$ cat config.mk
export PLATFORM = sky130hd
export DESIGN_NAME = packet_memory_reader
export DESIGN_NICKNAME = d
export VERILOG_FILES = /design/src/rtl/packet_memory_reader_pkg.sv /design/src/rtl/packet_memory_reader_out_stage.sv /design/src/rtl/packet_memory_reader.sv
export SDC_FILE = /design/constraint.sdc
export NUM_CORES = 1
export LEC_CHECK = 0
export CAP_MARGIN = 30
export CORE_ASPECT_RATIO = 1.4
export CORE_MARGIN = 2
export CORE_UTILIZATION = 42
export CTS_BUF_LIST = sky130_fd_sc_hd__clkbuf_4 sky130_fd_sc_hd__clkbuf_8
export DETAILED_ROUTE_END_ITERATION = 7
export HOLD_SLACK_MARGIN = 0.03
export PLACE_DENSITY = 0.71
export SETUP_SLACK_MARGIN = 0.4
export SLEW_MARGIN = 20
export SYNTH_ARGS = -nofsm -noshare
export SYNTH_HDL_FRONTEND = slang
export SYNTH_HIERARCHICAL = 1
export SYNTH_SLANG_ARGS = --single-unit
$ cat constraint.sdc
create_clock -name clk -period 1.9 [get_ports clk]
set_input_delay 0.19 -clock clk [delete_from_list [all_inputs] [get_ports clk]]
set_output_delay 0.19 -clock clk [all_outputs]
set_load 0.05 [all_outputs]
$ cat src/rtl/packet_memory_reader_pkg.sv
// Shared definitions for the packet memory drain engine: state encoding,
// memory geometry, length limits and the last-word byte-enable encoder.
package packet_memory_reader_pkg;

   typedef enum logic [1:0] {
      IDLE  = 2'd0,
      READ  = 2'd1,
      FLUSH = 2'd2
   } state_t;

   localparam int PKT_MEM_WORDS = 64;
   localparam int MAX_BYTES     = 256;

   // Word counter must hold PKT_MEM_WORDS itself, clamped length must hold MAX_BYTES.
   localparam int CNT_W   = $clog2(PKT_MEM_WORDS) + 1;
   localparam int CLAMP_W = $clog2(MAX_BYTES) + 1;

   localparam logic [3:0] BE_ALL = 4'b1111;

   function automatic logic [3:0] beEncode(input logic [1:0] lenLsb);
      logic [3:0] be;
      case (lenLsb)
         2'd1:    be = 4'b1000;
         2'd2:    be = 4'b1100;
         2'd3:    be = 4'b1110;
         default: be = BE_ALL;
      endcase
      return be;
   endfunction

endpackage

$ cat src/rtl/packet_memory_reader_out_stage.sv
// Output register of the drain engine: holds one word with its framing flags
// and reloads whenever it is empty or its current word is being consumed.
module pkt_rd_out_stage #(
   parameter int DATA_W = 32
) (
   input  logic              clk,
   input  logic              reset,
   input  logic              i_load,
   input  logic              i_ready,
   input  logic [DATA_W-1:0] i_data,
   input  logic              i_sop,
   input  logic              i_eop,
   input  logic [3:0]        i_be,
   output logic              o_canLoad,
   output logic              o_valid,
   output logic [DATA_W-1:0] o_data,
   output logic              o_sop,
   output logic              o_eop,
   output logic [3:0]        o_be
);

   logic              r_valid;
   logic [DATA_W-1:0] r_data;
   logic              r_sop;
   logic              r_eop;
   logic [3:0]        r_be;

   assign o_canLoad = !r_valid || i_ready;

   // Payload only changes on a load, so a stalled word stays stable.
   always_ff @(posedge clk or posedge reset) begin
      if (reset) begin
         r_valid <= 1'b0;
         r_data  <= '0;
         r_sop   <= 1'b0;
         r_eop   <= 1'b0;
         r_be    <= 4'b0000;
      end else if (i_load) begin
         r_valid <= 1'b1;
         r_data  <= i_data;
         r_sop   <= i_sop;
         r_eop   <= i_eop;
         r_be    <= i_be;
      end else if (i_ready) begin
         r_valid <= 1'b0;
      end
   end

   assign o_valid = r_valid;
   assign o_data  = r_data;
   assign o_sop   = r_sop;
   assign o_eop   = r_eop;
   assign o_be    = r_be;

endmodule

$ cat src/rtl/packet_memory_reader.sv
// Packet memory drain engine: walks a word range of the packet memory and streams it out.
// Defining PKT_MEM_READER_STATS_EN adds packet and byte counters.
module packet_memory_reader
   import packet_memory_reader_pkg::*;
#(
   parameter int ADDR_W = 6,
   parameter int LEN_W  = 9
) (
   input  logic              clk,
   input  logic              reset,
   input  logic              cmd_valid,
   output logic              cmd_ready,
   input  logic [ADDR_W-1:0] cmd_base,
   input  logic [LEN_W-1:0]  cmd_len,
   output logic [ADDR_W-1:0] mem_addr,
   input  logic [31:0]       mem_data,
   output logic              out_valid,
   input  logic              out_ready,
   output logic [31:0]       out_data,
   output logic              out_sop,
   output logic              out_eop,
   output logic [3:0]        out_be,
   output logic              done
`ifdef PKT_MEM_READER_STATS_EN
   ,
   output logic [31:0]       stat_pkts,
   output logic [31:0]       stat_bytes
`endif
);

   state_t             r_state;
   state_t             w_nextState;
   logic [ADDR_W-1:0]  r_addr;
   logic [CNT_W-1:0]   r_remain;
   logic               r_first;
   logic               r_zeroLen;
   logic [3:0]         r_lastBe;

   logic [CLAMP_W-1:0] w_clampLen;
   logic [CNT_W-1:0]   w_words;
   logic               w_accept;
   logic               w_canLoad;
   logic               w_load;
   logic               w_isLastWord;
   logic               w_flushDone;
   logic [3:0]         w_loadBe;

   // Oversized commands are cut to one full memory's worth of bytes.
   always_comb begin
      if (int'(cmd_len) > MAX_BYTES) begin
         w_clampLen = CLAMP_W'(MAX_BYTES);
      end else begin
         w_clampLen = CLAMP_W'(cmd_len);
      end
   end

   assign w_words      = CNT_W'((w_clampLen + CLAMP_W'(3)) >> 2);
   assign w_accept     = (r_state == IDLE) && cmd_valid;
   assign w_load       = (r_state == READ) && w_canLoad;
   assign w_isLastWord = (r_remain == CNT_W'(1));
   assign w_loadBe     = w_isLastWord ? r_lastBe : BE_ALL;
   assign w_flushDone  = (r_state == FLUSH) && (r_zeroLen || (out_valid && out_ready));
   assign mem_addr     = r_addr;

   always_ff @(posedge clk or posedge reset) begin
      if (reset) begin
         r_state <= IDLE;
      end else begin
         r_state <= w_nextState;
      end
   end

   // A zero-length command skips READ and finishes straight out of FLUSH.
   always_comb begin
      w_nextState = r_state;
      case (r_state)
         IDLE: begin
            if (w_accept) begin
               w_nextState = (w_clampLen == '0) ? FLUSH : READ;
            end
         end
         READ: begin
            if (w_load && w_isLastWord) begin
               w_nextState = FLUSH;
            end
         end
         FLUSH: begin
            if (w_flushDone) begin
               w_nextState = IDLE;
            end
         end
         default: w_nextState = IDLE;
      endcase
   end

   always_comb begin
      cmd_ready = 1'b0;
      done      = 1'b0;
      case (r_state)
         IDLE:    cmd_ready = 1'b1;
         FLUSH:   done      = w_flushDone;
         default: ;
      endcase
   end

   always_ff @(posedge clk or posedge reset) begin
      if (reset) begin
         r_addr    <= '0;
         r_remain  <= '0;
         r_first   <= 1'b0;
         r_zeroLen <= 1'b0;
         r_lastBe  <= 4'b0000;
      end else if (w_accept) begin
         r_addr    <= cmd_base;
         r_remain  <= w_words;
         r_first   <= 1'b1;
         r_zeroLen <= (w_clampLen == '0);
         r_lastBe  <= beEncode(w_clampLen[1:0]);
      end else if (w_load) begin
         r_addr    <= r_addr + ADDR_W'(1);
         r_remain  <= r_remain - CNT_W'(1);
         r_first   <= 1'b0;
      end
   end

   pkt_rd_out_stage #(
      .DATA_W (32)
   ) u_outStage (
      .clk       (clk),
      .reset     (reset),
      .i_load    (w_load),
      .i_ready   (out_ready),
      .i_data    (mem_data),
      .i_sop     (r_first),
      .i_eop     (w_isLastWord),
      .i_be      (w_loadBe),
      .o_canLoad (w_canLoad),
      .o_valid   (out_valid),
      .o_data    (out_data),
      .o_sop     (out_sop),
      .o_eop     (out_eop),
      .o_be      (out_be)
   );

`ifdef PKT_MEM_READER_STATS_EN
   logic [CLAMP_W-1:0] r_lenBytes;
   logic [31:0]        r_statPkts;
   logic [31:0]        r_statBytes;

   // Byte count uses the clamped length, so it matches what was actually streamed.
   always_ff @(posedge clk or posedge reset) begin
      if (reset) begin
         r_lenBytes  <= '0;
         r_statPkts  <= '0;
         r_statBytes <= '0;
      end else begin
         if (w_accept) begin
            r_lenBytes <= w_clampLen;
         end
         if (w_flushDone) begin
            r_statPkts  <= r_statPkts + 32'd1;
            r_statBytes <= r_statBytes + 32'(r_lenBytes);
         end
      end
   end

   assign stat_pkts  = r_statPkts;
   assign stat_bytes = r_statBytes;
`endif

endmodule

==> impl_summary.log, run 1 <==
INFO  metric drt_first_pass_iters = 4
INFO  metric avgViaCountPerCell = 5.038
INFO  metric required = 1.71 ns
INFO  metric report.final.setup_viol = 0
INFO  metric power_per_cell_area = about 1800 nW/um2
INFO  metric timing.hold.ws = 0.1309 ns
INFO  metric synth-async-reset-ratio = between 90% and 100%
INFO  metric cts.reportedPaths.clkPinSlew = 0.07 ns
INFO  metric finalMaxSlewViolations = 0
INFO  metric synthesis.nets = slightly below 300
INFO  metric synth_area_per_cell = 12.08 um2
INFO  metric drcViolationCount = 0
INFO  metric achievable-frequency = 651.0 MHz
INFO  metric worst-endpoint-arrival = between 1 and 1.5 ns
INFO  metric setup_tns = 0 ns
INFO  metric core_region_area = 6525 um2
INFO  metric fin_worst_skew = 0.004950 ns
INFO  metric static_power_due_to_leakage = between 0.0015 and 0.002 uW
INFO  metric power.share.combinational = a little under three fifths
INFO  metric synthToLayoutAreaGrowth = 57.24%
INFO  metric power_switching_share = roughly 45%
INFO  metric worst_skew_pair_latency = 0.33 ns
INFO  metric dpl.hpwl = 4608 um
INFO  metric gp_congestion = ~0.77
INFO  metric result_of_the_run = finished clean
INFO  metric timing.final.crit_share = 80.84%
INFO  metric ctsRootBufferMaster = sky130_fd_sc_hd__clkbuf_8
INFO  metric power.ir.vdd_worst = 0.0008988 V
INFO  metric clkSinkCount = 60
INFO  metric synth_edf_count = 0
INFO  metric startpoint_class_of_the_critical_path = register
INFO  metric final_nets = 420
INFO  metric crit_type = register to output port
INFO  metric hold_path.class = primary input to async pin
INFO  metric max_slew.worst_pin.slew = 0.5231 ns
INFO  metric slew-limit-headroom = 65.26%
INFO  metric final_hold_viol_count = 0
INFO  metric power_switching = 3675 uW
INFO  metric final.min_clock_period = 1.536 ns
INFO  metric place.port_buffers = 97
INFO  metric synth-seq-area-share = 53.33%
INFO  metric antenna_cells = 0
INFO  metric maximum_number_of_pins_on_one_net_before_global_route_repair = 30
INFO  metric detail_route.iter0.violations = 46
INFO  metric chipWidth = roughly 73 um
INFO  metric tritoncts = yes
INFO  metric dominantRegCellSynth = sky130_fd_sc_hd__dfrtp_1
INFO  metric clock_tree.buffer_depth = 2
INFO  metric synthesis.area = 2815 um2
INFO  metric pin_count = 98
INFO  metric cap_viol_max_count = 0
INFO  metric seq_power_share = between 20% and 30%
INFO  metric grt_antenna_before_repair = 0
INFO  metric cp_max_fo = 2
INFO  metric cell_internal_pwr = 4493 uW
INFO  metric synth-warning-count = 6
INFO  metric yosys_register_bits = 60
INFO  metric starting_density_of_the_core = a little over two fifths
INFO  metric cts_buffers = 9
INFO  metric via_count_of_the_first_global_routing_pass = 2217
INFO  metric avgRoutedWirePerCell = 15.03 um
INFO  metric finalCoreUtilization = 67.84%
INFO  metric final_antenna_net_count = 0
INFO  metric grt_overflow_total = 0
INFO  metric vias = 2232
INFO  metric track_usage = 18.46%
INFO  metric vertical_extent_of_the_die = between 100 and 150 um
INFO  metric drive_above_1_share = 31.71%
INFO  metric synth_cells = roughly 230
INFO  metric clockPowerShare = 15.9%
INFO  metric yosys_cell_types = 41
INFO  metric die_area = 7383 um2
INFO  metric finalWirelength = 6658 um
INFO  metric crit_path_end_kind = output port
INFO  metric grt_setup_unrepaired = true
INFO  metric grt_pass1_wl = 10410 um
INFO  metric rows = 35
INFO  metric h-tree-depth = 3
==> critical path: stages (launching register included) <==
cell	delay, ns
sky130_fd_sc_hd__dfrtp_2	0.41
sky130_fd_sc_hd__buf_4	0.13
sky130_fd_sc_hd__a21oi_1	0.22
sky130_fd_sc_hd__nor3b_2	0.09
sky130_fd_sc_hd__buf_12	0.15
==> synthesized netlist by cell type, types with 2 or more instances <==
| library cell | n | area share [%] |
|---|---|---|
| sky130_fd_sc_hd__a21oi_1 | 5 | 0.89 |
| sky130_fd_sc_hd__and3_1 | 2 | 0.44 |
| sky130_fd_sc_hd__buf_2 | 3 | 0.53 |
| sky130_fd_sc_hd__buf_4 | 3 | 0.80 |
| sky130_fd_sc_hd__buf_6 | 4 | 1.6 |
| sky130_fd_sc_hd__dfrtp_1 | 60 | 53 |
| sky130_fd_sc_hd__ha_1 | 5 | 2.2 |
| sky130_fd_sc_hd__inv_1 | 7 | 0.93 |
| sky130_fd_sc_hd__mux2_2 | 29 | 12 |
| sky130_fd_sc_hd__mux2_4 | 9 | 4.8 |
| sky130_fd_sc_hd__nand2_1 | 20 | 2.7 |
| sky130_fd_sc_hd__nand2b_1 | 4 | 0.89 |
| sky130_fd_sc_hd__nand3_1 | 5 | 0.89 |
| sky130_fd_sc_hd__nand3b_1 | 3 | 0.80 |
| sky130_fd_sc_hd__nand4_1 | 3 | 0.67 |
| sky130_fd_sc_hd__nand4b_1 | 2 | 0.62 |
| sky130_fd_sc_hd__nor2_1 | 8 | 1.1 |
| sky130_fd_sc_hd__nor2b_1 | 2 | 0.44 |
| sky130_fd_sc_hd__nor3_1 | 6 | 1.1 |
| sky130_fd_sc_hd__nor4_1 | 2 | 0.44 |
| sky130_fd_sc_hd__o21ai_0 | 13 | 2.3 |
| sky130_fd_sc_hd__o22ai_1 | 2 | 0.44 |
| sky130_fd_sc_hd__or2_2 | 6 | 1.3 |
| sky130_fd_sc_hd__xnor2_1 | 6 | 1.9 |
| sky130_fd_sc_hd__xor2_1 | 8 | 2.5 |
==> metrics by stage <==
step / power (uW) / worst slack (ns) / cells / instance area [um2]
2_1_floorplan: 5365 / 0.1455 / 233 / 2839
3_3_place_gp: 6677 / 0.07411 / 413 / 3994
3_5_place_dp: 6762 / 0.02974 / 413 / 3994
4_1_cts: 7992 / 0.3607 / 437 / 4292
5_1_grt: 8590 / 0.2857 / 443 / 4427
6_report: 8168 / 0.3640 / 443 / 4427
==> cell usage in the layout, fill, tap and decap left out, types with 3 or more instances in the layout <==
cell type / synthesis / final
sky130_fd_sc_hd__buf_4: 3 / 23
sky130_fd_sc_hd__clkdlybuf4s50_1: 0 / 49
sky130_fd_sc_hd__nand2b_1: 4 / 4
sky130_fd_sc_hd__mux2_4: 9 / 9
sky130_fd_sc_hd__dfrtp_1: 60 / 56
sky130_fd_sc_hd__clkbuf_8: 0 / 10
sky130_fd_sc_hd__nor3_1: 6 / 5
sky130_fd_sc_hd__nor2_1: 8 / 7
sky130_fd_sc_hd__nand4_1: 3 / 3
sky130_fd_sc_hd__a21oi_1: 5 / 4
sky130_fd_sc_hd__xnor2_1: 6 / 6
sky130_fd_sc_hd__nand2_1: 20 / 20
sky130_fd_sc_hd__buf_12: 0 / 7
sky130_fd_sc_hd__ha_1: 5 / 3
sky130_fd_sc_hd__xor2_1: 8 / 8
sky130_fd_sc_hd__dfrtp_2: 0 / 4
sky130_fd_sc_hd__mux2_2: 29 / 29
sky130_fd_sc_hd__o21ai_0: 13 / 11
sky130_fd_sc_hd__clkbuf_2: 0 / 3
sky130_fd_sc_hd__buf_8: 0 / 3
sky130_fd_sc_hd__or2_2: 6 / 5
sky130_fd_sc_hd__dlygate4sd2_1: 0 / 41
sky130_fd_sc_hd__inv_1: 7 / 7
sky130_fd_sc_hd__nand3b_1: 3 / 3
==> cell families (layout without fill, tap and decap cells) <==
family	after synthesis	in the layout	share of synthesized area [%]
AO/OA/AOI/OAI	30	30	6.578
XOR/XNOR	14	14	4.356
adder cells (fa/ha/maj)	5	5	2.222
multiplexers	39	39	16.76
flip-flops	60	60	53.33
AND/OR/NAND/NOR	68	68	12.89
buffers and inverters	17	153	3.867
==> power by group through the flow <==
stage,Clock [uW],Sequential (uW),Combinational [uW]
detailed placement,0,2280,4480
global route,1380,2330,4880
global placement,0,2250,4420
CTS,1330,2240,4420
finish,1290,2250,4620
floorplan,0,3770,1590
==> cell type report <==
class                      count  area [um2]
clock buffer                  10       137.6
clock inverter                 6       86.33
fill                         484        2098
inverter                       7       26.28
multi-input combinational    156        1292
sequential                    60        1506
tap                           74       92.59
timing repair buffer         130        1285
==> repair_timing <==
item / CTS / global route
pin swaps: 3 / 6
hold buffers: 0 / 0
resized for setup: 58 / 24
gates cloned: 1 / 0
setup buffers: 7 / 6
endpoints found under the setup margin: 88 / 46
==> metal layers <==
layer	wire length (um)	GRT usage (%)	share of wire (%)	vias up
li1	-	-	-	1081
met1	2802	22.11	42	1065
met2	3340	30.21	50	79
met3	437	5.200	6.6	7
met4	78	8.689	1.2	0
met5	0	0	0	-
==> state kept, by name, indices dropped and copies added, names as in the netlist <==
register	cells
u_outStage/o_valid	1
u_outStage/o_eop	1
r_zeroLen	1
u_outStage/o_sop	1
r_remain	7
r_lastBe	4
u_outStage/o_be	4
r_first	1
mem_addr	6
u_outStage/o_data	32
r_state	2
==> final timing paths <==
kind                            cells past startpoint  slack, ns          startpoint              endpoint
worst max register to register                      5       0.42  u_outStage/o_valid  u_outStage/o_data[5]
worst min-delay path                                2       0.13               reset           mem_addr[1]
min in group clk                                    3       0.32          cmd_len[8]           r_remain[1]
worst max-delay path                                4       0.36  u_outStage/o_valid                  done
worst min register to register                      1       0.47         r_lastBe[3]           r_lastBe[3]
max in group asynchronous                           3       1.19               reset    u_outStage/o_valid
No activity file was read; power rests on OpenSTA's default activity.
==> inputs of run 2 (changes only) <==
==> constraint.sdc (replaced) <==
create_clock -name clk -period 1.6 [get_ports clk]
set_input_delay 0.16 -clock clk [delete_from_list [all_inputs] [get_ports clk]]
set_output_delay 0.16 -clock clk [all_outputs]
set_load 0.05 [all_outputs]
==> run 2 against run 1 <==
Sequential share of layout area is 0.067 points higher. Core utilization is 0.077 points lower. First-iteration DRC count grew to 3.2 times the previous value. Via count is 2.4% higher. Worst setup slack worse by 0.25 ns. Hold slack better by 0.060 ns. Design area is 0.11% lower. Register-to-register slack worse by 0.31 ns. Die area stayed put. Clock skew is 0.0023 ns higher. Global-route usage is 0.31 points lower. Non-clock buffer count is 8 higher. Largest cell class unchanged. Largest power group unchanged. Highest routed layer unchanged.
==> impl_summary.log, run 2 (synthesis results as in run 1) <==
INFO  metric largest_register_ff_count = 32
INFO  metric grt_overflow_total = 0
INFO  metric vertical_extent_of_the_die = 100.9 um
INFO  metric vias = about 2300
INFO  metric static_power_due_to_leakage = 0.001951 uW
INFO  metric power_switching = 4373 uW
INFO  metric power.ir.vdd_worst = 0.001122 V
INFO  metric fin_worst_skew = 0.007256 ns
INFO  metric fillerInstances = roughly 520
INFO  metric worst_skew_pair_latency = 0.33 ns
INFO  metric final.min_clock_period = 1.489 ns
INFO  metric avgRoutedWirePerCell = 14.37 um
INFO  metric cp_max_fo = 22
INFO  metric grt_antenna_before_repair = 0
INFO  metric finalMaxSlewViolations = 0
INFO  metric maximum_number_of_pins_on_one_net_before_global_route_repair = 40
INFO  metric pin_count = 98
INFO  metric chipWidth = 73.20 um
INFO  metric finalWirelength = 6480 um
INFO  metric detail_route.iter0.violations = 146
INFO  metric cap_viol_max_count = 0
INFO  metric h-tree-depth = 3
INFO  metric area_after_dpl = 3989 um2
INFO  metric antenna_cells = 0
INFO  metric hold_path.class = primary input to async pin
INFO  metric timing.hold.ws = 0.1904 ns
INFO  metric final_nets = about 430
INFO  metric final_instance_area = 4422 um2
INFO  metric required = approximately 1.8 ns
INFO  metric achievable-frequency = 671.5 MHz
INFO  metric ctsRootBufferMaster = sky130_fd_sc_hd__clkbuf_8
INFO  metric final_hold_viol_count = 0
INFO  metric grt_setup_unrepaired = true
INFO  metric cts.reportedPaths.clkPinSlew = 0.07 ns
INFO  metric seq_area = 1508 um2
INFO  metric clockPowerShare = ~15%
INFO  metric via_count_of_the_first_global_routing_pass = between 2000 and 2500
INFO  metric drive_above_1_share = 45.36%
INFO  metric final_antenna_net_count = 0
INFO  metric crit_path_end_kind = register
INFO  metric area_taken_by_multi_input_logic_gates = 1324 um2
INFO  metric max_slew.worst_pin.slew = roughly 0.33 ns
INFO  metric cell_internal_pwr = 5497 uW
INFO  metric timing.final.crit_share = 93.07%
INFO  metric result_of_the_run = finished clean
INFO  metric most_common_library_cell_in_the_layout_ignoring_fill_and_taps = sky130_fd_sc_hd__buf_4
INFO  metric place.port_buffers = 97
INFO  metric tritoncts = yes
INFO  metric drt_first_pass_iters = 4
INFO  metric cts_buffers = 9
INFO  metric avgViaCountPerCell = 5.069
INFO  metric report.final.setup_viol = 0
INFO  metric gp_congestion = 0.8017
INFO  metric drcViolationCount = 0
INFO  metric cts_hold_buffers = 0
INFO  metric seq_power_share = 27.2%
INFO  metric setup_tns = 0 ns
INFO  metric crit_type = register to register
INFO  metric core_region_area = between 6000 and 7000 um2
INFO  metric power.share.combinational = 57.9%
INFO  metric finalCoreUtilization = 67.77%
INFO  metric track_usage = 18.15%
INFO  metric most-common-layout-cells = 79 x sky130_fd_sc_hd__buf_4, 55 x sky130_fd_sc_hd__dfrtp_1, 48 x sky130_fd_sc_hd__clkdlybuf4s50_1
INFO  metric clkSinkCount = 60
INFO  metric dpl.hpwl = 4559 um
INFO  metric power_per_cell_area = 2232 nW/um2
INFO  metric die_area = 7383 um2
INFO  metric grt_pass1_wl = 10250 um
INFO  metric slew-limit-headroom = slightly below 80%
INFO  metric power_switching_share = around 44%
INFO  metric startpoint_class_of_the_critical_path = register
INFO  metric clock_tree.buffer_depth = 2
INFO  metric synthToLayoutAreaGrowth = 57.07%
INFO  metric rows = 35
INFO  metric worst-endpoint-arrival = ~1.7 ns
INFO  metric starting_density_of_the_core = between 40 and 50%
==> run 2: changes by cell type in the layout (fill, tap and decap cells not counted), sizes merged <==
cell,delta
inv,-1
clkdlybuf4s15,-1
buf,+53
clkbuf,-4
clkinv,+2
clkdlybuf4s50,-1
dlygate4sd2,-40
==> run 2: power groups by stage <==
stage,clock network (uW),registers [uW],logic [uW]
after floorplan,0,4480,1950
after global placement,0,2680,5250
after detailed placement,0,2700,5320
after CTS,1510,2680,5700
after global routing,1580,2770,6020
final,1470,2680,5720
==> run 2: path summary, 6_finish.rpt <==
path | start | to | slack (ns) | depth (start not counted)
max in group asynchronous | reset | r_remain[3] | 1.17 | 3
max reg2reg | u_outStage/o_valid | u_outStage/o_data[19] | 0.11 | 5
max | u_outStage/o_valid | u_outStage/o_data[19] | 0.11 | 5
min reg2reg | r_lastBe[3] | r_lastBe[3] | 0.48 | 1
min in group clk | cmd_base[2] | mem_addr[2] | 0.36 | 3
min | reset | r_state[0] | 0.19 | 3
==> run 2: what timing repair did <==
| action | 4_1_cts | 5_1_grt |
|---|---|---|
| pin swaps | 9 | 5 |
| gates resized for setup | 22 | 9 |
| endpoints found under the hold margin | 0 | 0 |
| endpoints found under the setup margin | 57 | 64 |
| buffers inserted | 12 | 1 |
==> run 2: stage by stage <==
stage | worst slack, ns | power [uW] | instances
after detailed placement | -0.2483 | 8015 | 422
after global routing | 0.02571 | 10370 | 451
after CTS | 0.1027 | 9885 | 450
after global placement | -0.1980 | 7927 | 422
after floorplan | -0.1545 | 6426 | 233
final | 0.1108 | 9869 | 451
==> run 2: cell type report <==
type | instances | area share (%)
well taps | 74 | 2.094
clock buffers | 9 | 2.801
clock inverters | 7 | 2.066
repair buffers | 138 | 28.41
multi-input cells | 156 | 29.94
inverters | 7 | 0.5942
flip-flops and latches | 60 | 34.10
==> run 2: worst max-delay path, stage by stage, from the launching register on <==
cell                       delay, ns
sky130_fd_sc_hd__dfrtp_2        0.42
sky130_fd_sc_hd__nand2b_1       0.09
sky130_fd_sc_hd__and3b_2        0.21
sky130_fd_sc_hd__buf_12         0.14
sky130_fd_sc_hd__buf_16         0.17
sky130_fd_sc_hd__mux2_2         0.35
==> run 2: layer usage <==
layer  global-route usage [%]  share of wire [%]
met5                        0                  0
met4                    10.26                2.5
met1                    22.01                 40
met2                    29.73                 51
met3                    3.500                6.7
